**config.mk**
```make
export PLATFORM = sky130hd
export DESIGN_NAME = uart_peripheral
export DESIGN_NICKNAME = d
export VERILOG_FILES = /design/src/rtl/uart_peripheral_pkg.sv /design/src/rtl/uart_fifo.sv /design/src/rtl/uart_peripheral.sv
export SDC_FILE = /design/constraint.sdc
export NUM_CORES = 1
export LEC_CHECK = 0
export CAP_MARGIN = 30
export CELL_PAD_IN_SITES_DETAIL_PLACEMENT = 0
export CELL_PAD_IN_SITES_GLOBAL_PLACEMENT = 1
export CORE_MARGIN = 4
export CORE_UTILIZATION = 41
export DETAILED_ROUTE_END_ITERATION = 6
export GPL_TIMING_DRIVEN = 0
export MAX_ROUTING_LAYER = met4
export PLACE_DENSITY_LB_ADDON = 0.1
export SLEW_MARGIN = 10
export SYNTH_ARGS = -nofsm -noshare
export SYNTH_HDL_FRONTEND = slang
export SYNTH_HIERARCHICAL = 1
export SYNTH_SLANG_ARGS = --single-unit
```
**constraint.sdc**
```tcl
create_clock -name clk -period 4 [get_ports clk]
set_input_delay 1.2 -clock clk [delete_from_list [all_inputs] [get_ports clk]]
set_output_delay 1.2 -clock clk [all_outputs]
set_load 0.005 [all_outputs]
```
**src/rtl/uart_peripheral_pkg.sv**
```systemverilog
// Shared UART definitions: register offsets, CON bit positions, FSM state encodings.
// Latency: n/a (constants and a pure function only).
// Backpressure: n/a.
package uart_peripheral_pkg;

    localparam logic [31:0] RXD_OFF = 32'h0000_0000;
    localparam logic [31:0] TXD_OFF = 32'h0000_0004;
    localparam logic [31:0] CON_OFF = 32'h0000_0008;

    localparam int CON_TX_FULL   = 0;
    localparam int CON_TX_BUSY   = 1;
    localparam int CON_RX_VALID  = 2;
    localparam int CON_OVERRUN   = 3;
    localparam int CON_FRAME_ERR = 4;

    typedef enum logic [1:0] {
        TX_IDLE  = 2'd0,
        TX_START = 2'd1,
        TX_DATA  = 2'd2,
        TX_STOP  = 2'd3
    } tx_state_t;

    typedef enum logic [1:0] {
        RX_IDLE  = 2'd0,
        RX_START = 2'd1,
        RX_DATA  = 2'd2,
        RX_STOP  = 2'd3
    } rx_state_t;

    function automatic logic [31:0] con_word(
        input logic frame_err,
        input logic overrun,
        input logic rx_valid,
        input logic tx_busy,
        input logic tx_full
    );
        logic [31:0] w;
        w                = '0;
        w[CON_FRAME_ERR] = frame_err;
        w[CON_OVERRUN]   = overrun;
        w[CON_RX_VALID]  = rx_valid;
        w[CON_TX_BUSY]   = tx_busy;
        w[CON_TX_FULL]   = tx_full;
        return w;
    endfunction

endpackage

```
**src/rtl/uart_fifo.sv**
```systemverilog
// Generic synchronous FIFO with registered pointers and a combinational head output.
// Latency: a pushed entry is visible at the head one clock after the push edge.
// Backpressure: push while full is dropped, pop while empty is ignored.
module uart_fifo #(
    parameter int DEPTH = 4,
    parameter int WIDTH = 8
) (
    input  logic             clk,
    input  logic             reset,
    input  logic             push,
    input  logic [WIDTH-1:0] push_dat,
    input  logic             pop,
    output logic [WIDTH-1:0] pop_dat,
    output logic             full,
    output logic             empty
);
    localparam int AW = $clog2(DEPTH);
    localparam int PW = AW + 1;

    logic [WIDTH-1:0] mem [DEPTH];
    logic [PW-1:0]    wr_ptr;
    logic [PW-1:0]    rd_ptr;
    logic             do_push;
    logic             do_pop;

    // Extra pointer bit distinguishes full from empty when the indices match.
    assign full    = (wr_ptr[AW] != rd_ptr[AW]) && (wr_ptr[AW-1:0] == rd_ptr[AW-1:0]);
    assign empty   = (wr_ptr == rd_ptr);
    assign do_push = push && !full;
    assign do_pop  = pop && !empty;
    assign pop_dat = mem[rd_ptr[AW-1:0]];

    always_ff @(posedge clk or negedge reset) begin
        if (!reset) begin
            wr_ptr <= '0;
            rd_ptr <= '0;
        end else begin
            if (do_push) wr_ptr <= wr_ptr + PW'(1);
            if (do_pop)  rd_ptr <= rd_ptr + PW'(1);
        end
    end

    always_ff @(posedge clk) begin
        if (do_push) mem[wr_ptr[AW-1:0]] <= push_dat;
    end

endmodule

```
**src/rtl/uart_peripheral.sv**
```systemverilog
// Memory-mapped UART: TX FIFO feeding a serialiser, single-byte RX holding register.
// Latency: bus reads combinational; TXD write into idle path starts the frame next clock.
// Backpressure: TXD writes dropped while FIFO full; unread RX byte causes overrun.
module uart_peripheral
    import uart_peripheral_pkg::*;
#(
    parameter int          CLK_FREQ  = 100_000_000,
    parameter int          BAUD      = 9600,
    parameter int          TX_DEPTH  = 4,
    parameter logic [31:0] BASE_ADDR = 32'h4000_0018
) (
    input  logic        clk,
    input  logic        reset,
    input  logic        Device_Read,
    input  logic        Device_Write,
    input  logic [31:0] MemBus_Address,
    input  logic [31:0] MemBus_Write_Data,
    output logic [31:0] Device_Read_Data,
    input  logic        uart_rx,
    output logic        uart_tx
);
    localparam int          DIV      = CLK_FREQ / BAUD;
    localparam int          CW       = $clog2(DIV);
    localparam logic [CW-1:0] CNT_LAST = CW'(DIV - 1);
    localparam logic [CW-1:0] CNT_HALF = CW'(DIV / 2 - 1);
    localparam logic [31:0] ADDR_RXD = BASE_ADDR + RXD_OFF;
    localparam logic [31:0] ADDR_TXD = BASE_ADDR + TXD_OFF;
    localparam logic [31:0] ADDR_CON = BASE_ADDR + CON_OFF;

    logic sel_rxd, sel_txd, sel_con;
    logic wr_txd, wr_con, rd_rxd;
    logic unused_wdata;

    assign sel_rxd      = (MemBus_Address == ADDR_RXD);
    assign sel_txd      = (MemBus_Address == ADDR_TXD);
    assign sel_con      = (MemBus_Address == ADDR_CON);
    assign wr_txd       = Device_Write && sel_txd;
    assign wr_con       = Device_Write && sel_con;
    assign rd_rxd       = Device_Read && sel_rxd;
    assign unused_wdata = ^MemBus_Write_Data[31:8];

    // ---------------- transmit path ----------------
    tx_state_t     tx_state;
    logic [CW-1:0] tx_cnt;
    logic [2:0]    tx_bit;
    logic [7:0]    tx_sh;
    logic          tx_bit_end;
    logic          tx_pop;
    logic [7:0]    tx_pop_dat;
    logic          tx_full;
    logic          tx_empty;
    logic          tx_busy;

    uart_fifo #(
        .DEPTH (TX_DEPTH),
        .WIDTH (8)
    ) u_tx_fifo (
        .clk      (clk),
        .reset    (reset),
        .push     (wr_txd),
        .push_dat (MemBus_Write_Data[7:0]),
        .pop      (tx_pop),
        .pop_dat  (tx_pop_dat),
        .full     (tx_full),
        .empty    (tx_empty)
    );

    assign tx_bit_end = (tx_cnt == CNT_LAST);
    // Pop from idle, or at the end of a stop bit so frames run back-to-back.
    assign tx_pop     = !tx_empty && ((tx_state == TX_IDLE) || (tx_state == TX_STOP && tx_bit_end));
    assign tx_busy    = (tx_state != TX_IDLE) || !tx_empty;

    always_ff @(posedge clk or negedge reset) begin
        if (!reset) begin
            tx_state <= TX_IDLE;
            tx_cnt   <= '0;
            tx_bit   <= '0;
            tx_sh    <= '0;
            uart_tx  <= 1'b1;
        end else begin
            case (tx_state)
                TX_IDLE: begin
                    if (tx_pop) begin
                        tx_sh    <= tx_pop_dat;
                        tx_cnt   <= '0;
                        uart_tx  <= 1'b0;
                        tx_state <= TX_START;
                    end
                end
                TX_START: begin
                    if (tx_bit_end) begin
                        tx_cnt   <= '0;
                        tx_bit   <= '0;
                        uart_tx  <= tx_sh[0];
                        tx_state <= TX_DATA;
                    end else begin
                        tx_cnt <= tx_cnt + CW'(1);
                    end
                end
                TX_DATA: begin
                    if (tx_bit_end) begin
                        tx_cnt <= '0;
                        if (tx_bit == 3'd7) begin
                            uart_tx  <= 1'b1;
                            tx_state <= TX_STOP;
                        end else begin
                            tx_bit  <= tx_bit + 3'd1;
                            tx_sh   <= {1'b0, tx_sh[7:1]};
                            uart_tx <= tx_sh[1];
                        end
                    end else begin
                        tx_cnt <= tx_cnt + CW'(1);
                    end
                end
                TX_STOP: begin
                    if (tx_bit_end) begin
                        tx_cnt <= '0;
                        if (tx_pop) begin
                            tx_sh    <= tx_pop_dat;
                            uart_tx  <= 1'b0;
                            tx_state <= TX_START;
                        end else begin
                            tx_state <= TX_IDLE;
                        end
                    end else begin
                        tx_cnt <= tx_cnt + CW'(1);
                    end
                end
                default: tx_state <= TX_IDLE;
            endcase
        end
    end

    // ---------------- receive path ----------------
    logic          rx_s1, rx_s2, rx_prev;
    rx_state_t     rx_state;
    logic [CW-1:0] rx_cnt;
    logic [2:0]    rx_bit;
    logic [7:0]    rx_sh;
    logic [7:0]    rx_byte;
    logic          rx_valid;
    logic          overrun;
    logic          frame_err;
    logic          rx_stop_end;
    logic          rx_done_ok;
    logic          rx_done_bad;

    assign rx_stop_end = (rx_state == RX_STOP) && (rx_cnt == CNT_LAST);
    assign rx_done_ok  = rx_stop_end && rx_s2;
    assign rx_done_bad = rx_stop_end && !rx_s2;

    always_ff @(posedge clk or negedge reset) begin
        if (!reset) begin
            rx_s1   <= 1'b1;
            rx_s2   <= 1'b1;
            rx_prev <= 1'b1;
        end else begin
            rx_s1   <= uart_rx;
            rx_s2   <= rx_s1;
            rx_prev <= rx_s2;
        end
    end

    always_ff @(posedge clk or negedge reset) begin
        if (!reset) begin
            rx_state  <= RX_IDLE;
            rx_cnt    <= '0;
            rx_bit    <= '0;
            rx_sh     <= '0;
            rx_byte   <= '0;
            rx_valid  <= 1'b0;
            overrun   <= 1'b0;
            frame_err <= 1'b0;
        end else begin
            case (rx_state)
                RX_IDLE: begin
                    if (rx_prev && !rx_s2) begin
                        rx_cnt   <= '0;
                        rx_state <= RX_START;
                    end
                end
                RX_START: begin
                    if (rx_cnt == CNT_HALF) begin
                        rx_cnt <= '0;
                        rx_bit <= '0;
                        // Line back high at mid start bit: treat as a glitch.
                        rx_state <= rx_s2 ? RX_IDLE : RX_DATA;
                    end else begin
                        rx_cnt <= rx_cnt + CW'(1);
                    end
                end
                RX_DATA: begin
                    if (rx_cnt == CNT_LAST) begin
                        rx_cnt <= '0;
                        rx_sh  <= {rx_s2, rx_sh[7:1]};
                        if (rx_bit == 3'd7) rx_state <= RX_STOP;
                        else                rx_bit   <= rx_bit + 3'd1;
                    end else begin
                        rx_cnt <= rx_cnt + CW'(1);
                    end
                end
                RX_STOP: begin
                    if (rx_cnt == CNT_LAST) begin
                        rx_cnt   <= '0;
                        rx_state <= RX_IDLE;
                    end else begin
                        rx_cnt <= rx_cnt + CW'(1);
                    end
                end
                default: rx_state <= RX_IDLE;
            endcase

            // A read of RXD in the completion cycle frees the register for the new byte.
            if (rx_done_ok && (!rx_valid || rd_rxd)) begin
                rx_byte  <= rx_sh;
                rx_valid <= 1'b1;
            end else if (rd_rxd) begin
                rx_valid <= 1'b0;
            end

            if (rx_done_ok && rx_valid && !rd_rxd)              overrun <= 1'b1;
            else if (wr_con && MemBus_Write_Data[CON_OVERRUN])   overrun <= 1'b0;

            if (rx_done_bad)                                     frame_err <= 1'b1;
            else if (wr_con && MemBus_Write_Data[CON_FRAME_ERR]) frame_err <= 1'b0;
        end
    end

    // ---------------- bus read mux ----------------
    always_comb begin
        Device_Read_Data = '0;
        if (Device_Read) begin
            if (sel_rxd)      Device_Read_Data = {24'b0, rx_byte};
            else if (sel_con) Device_Read_Data = con_word(frame_err, overrun, rx_valid, tx_busy, tx_full);
        end
    end

endmodule

```
==> results.cfg <==
[run_status]
outcome = completed

[drt]
wl_per_cell_um = 15.4
vias_per_cell = 5.25
drt_iter0_markers = 216
dr_total_vias = 4020
ant_nets = 0
first_pass_iters = 4
routed_wl_um = 11800
drc = 0

[floorplanning]
num_rows = 42
start_util_pct = 41.8
die_x_um = 124
die-area_um2 = 15400
core_um2 = 13200
die_h_um = 124
ios = 102

[final_layout]
multi_input_area_um2 = 2540
area_delta_synth_final_pct = 22.3
nNetsFinal = 670
drive_gt1_share_pct = 20.5
final.fill_count = 1231
diodes = 0
register_area_um2 = 2840

[synth]
dominantRegCellSynth = dfrtp_1
synthCells = 490
synth_cell_types = 64
ys_warn_count = 6
synth_edf_count = 32
synth.top_cell.area_share_pct = 32.2
yosysMostFrequentCell = dfrtp_1
synth_top_cell_by_area = dfrtp_1
mappedNetlistArea_um2 = 5520
synth_common_cells = dfrtp_1 (71), nand2_1 (40), o21ai_0 (33)
yosysSeqAreaShare_pct = 51.5
ys_seq_elements = 107
synth_area_leaders = dfrtp_1 (32%), edfxtp_1 (17%), ha_1 (3.6%), mux2_2 (3.5%), buf_4 (3.4%)
synth.avg_cell_area_um2 = 11.3
async_flop_share_pct = 70.1

[pwr]
switching_share_pct = 27.1
combPwrFrac_pct = 11.4
vdd_drop_max_mv = 0.211
cellPowerDensity_nw_per_um2 = 347
p_leak_nw = 2.88
switchingPower_uw = 635
p_int_mw = 1.71
total_power_mw = 2.34
seqPwrFrac_pct = 50.3
clkPwrFrac_pct = 38.3

[grt]
globalRouteOverflowTotal = 0
grt_util_all_layers_pct = 16.9
grt_max_degree = 46
grt_pass1_vias = 3976
grt_pass1_wl_um = 19700
antenna_found_initial = 0

[clock_tree]
clockRootBuffer = clkbuf_16
cts_max_path_buffers = 2
clk_pin_slew_ns = 0.08
htreeDepth = 3
clk_latency_ns = 0.36
numCtsBuffers = 9
cts_tree = done
cts_hold_buffers = 0
clock-sinks = 107

[worst_setup_path]
cp_max_fo = 5
reg2reg_from = tx_cnt[8]$_DFFE_PN0P_
crit_path_end_kind = primary output
startpoint_type = primary input
path_class = in2out
crit_start = MemBus_Address[19]
r2r.worst_path.cells = 7
reg2reg_slack_ns = 1.47
r2r-end = u_tx_fifo/rd_ptr[2]$_DFFE_PN0P_
cp_data_arrival_time_ns = 2.68
worstPathRequired_ns = 2.80

[timing]
slew_violations = 0
finalSetupViolCount = 0
max_freq_mhz = 258
worstMarginPinSlew_ns = 0.894
setup_ws_ns = 0.117
hold_viol = 0
fin_worst_skew_ns = 0.00996
slew_headroom_pct = 40.4
fin_crit_ns = 3.88
post-route-period-util_pct = 97.1

[run]
cap_violations = 0

[place]
portBuffers = 53
place_ws_ns = -1.14
finalWeightedCongestion = 0.819
dp_hpwl_um = 8450

[hold_path]
hp-start = rx_s1$_DFF_PN1_
hold_depth = 0
whs_endpoint = rx_s2$_DFF_PN1_
min_path_type = reg2reg
[power by group through the flow]
| stage | Combinational, mW | Sequential (mW) | Clock [mW] |
|---|---|---|---|
| 3_5_place_dp | 0.273 | 1.20 | 0 |
| 3_3_place_gp | 0.263 | 1.20 | 0 |
| 2_1_floorplan | 0.160 | 1.19 | 0 |
| 6_report | 0.268 | 1.18 | 0.898 |
| 5_1_grt | 0.306 | 1.18 | 0.964 |
| 4_1_cts | 0.268 | 1.18 | 0.926 |
[logic make-up after synthesis]
family | count (synthesis) | synth area share (%)
xor gates and xnor gates | 15 | 2.65
muxes | 28 | 7.35
buffers and inverters | 56 | 5.71
and+or+nand+nor | 150 | 15.0
AOI/OAI and AO/OA | 117 | 14.1
DFF | 107 | 51.5
adders and majority gates | 16 | 3.63
other | 1 | 0.0679
[layout make-up]
cell class / instances / share of cell area [%]
Inverter: 17 / 0.946
Tap cell: 176 / 3.26
Multi-Input combinational cell: 350 / 37.6
Clock inverter: 7 / 1.06
Clock buffer: 9 / 3.34
Buffer: 38 / 3.67
Sequential cell: 107 / 42.1
Timing Repair Buffer: 62 / 8.01
[metal layers]
| layer | up-vias | global-route usage [%] | part of all wire (%) |
|---|---|---|---|
| li1 | 1975 | - | - |
| met1 | 1943 | 23.0 | 47 |
| met2 | 90 | 25.8 | 47 |
| met3 | 12 | 2.54 | 3.5 |
| met4 | 0 | 6.64 | 1.7 |
| met5 | - | - | 0 |
[worst max-delay path by stage]
stage / end / depth (start not counted) / slack (ns)
final: Device_Read_Data[2] / 8 / 0.12
after global routing: Device_Read_Data[2] / 9 / -0.01
after CTS: Device_Read_Data[2] / 10 / 0.003
after detailed placement: Device_Read_Data[2] / 7 / -1.14
after global placement: Device_Read_Data[2] / 7 / -1.14
after floorplan: Device_Read_Data[0] / 5 / 0.38
[cells in the final DEF, fill, tap and decap left out, drive strengths merged, types with 3 or more instances in the layout]
cell type	instances
nand4	5
dlygate4sd2	11
nor2	21
a31oi	10
nor3b	4
conb	24
mux2	17
nand2	40
and4	3
edfxtp	32
and3	6
nor4	11
nand2b	7
xnor2	7
nand3	19
dfstp	4
nor3	10
o31ai	8
clkdlybuf4s50	13
o21a	7
or3	4
dfrtp	71
a211oi	5
clkbuf	24
mux4	8
a21oi	20
xor2	8
nor4bb	3
mux2i	3
inv	23
a22o	11
clkdlybuf4s15	14
buf	47
and2	5
o32a	7
ha	16
o21ai	35
[flip-flops by register name (all words and copies together) (netlist names), named ones only]
name              count
overrun               1
rx_s1                 1
tx_state              2
rx_s2                 1
frame_err             1
rx_sh                 8
u_tx_fifo/rd_ptr      3
rx_prev               1
rx_cnt               14
uart_tx               1
rx_valid              1
u_tx_fifo/wr_ptr      3
tx_bit                3
tx_sh                 8
rx_state              1
tx_cnt               14
u_tx_fifo/mem        32
rx_bit                3
rx_byte               8
[repair_timing]
item / 4_1_cts / 5_1_grt
gates resized for setup: 94 / 18
gates cloned: 1 / 0
setup endpoints to repair: 8 / 8
pin swaps: 16 / 10
setup buffers: 7 / 0
[worst max-delay path, cell delays in order]
cell and delay (ns):
dlygate4sd2_1 0.24, nor4_2 0.25, nand3_1 0.12, buf_6 0.15, nor3_4 0.16, and3_4 0.27, a22o_1 0.17, buf_2 0.12
[per-stage QoR]
step / utilization [%] / instance area, um^2 / std cells / hold WS [ns] / TNS, ns
3_3_place_gp: 48.2 / 6360 / 742 / 0.348 / -82.90
5_1_grt: 51.2 / 6750 / 766 / 0.367 / -0.0145
2_1_floorplan: - / 5610 / 513 / 0.345 / 0
4_1_cts: 51.3 / 6770 / 768 / 0.359 / 0
6_report: 51.2 / 6750 / 766 / 0.358 / 0
3_5_place_dp: 48.4 / 6390 / 744 / 0.347 / -8.73
No activity file was read; power rests on OpenSTA's default activity.
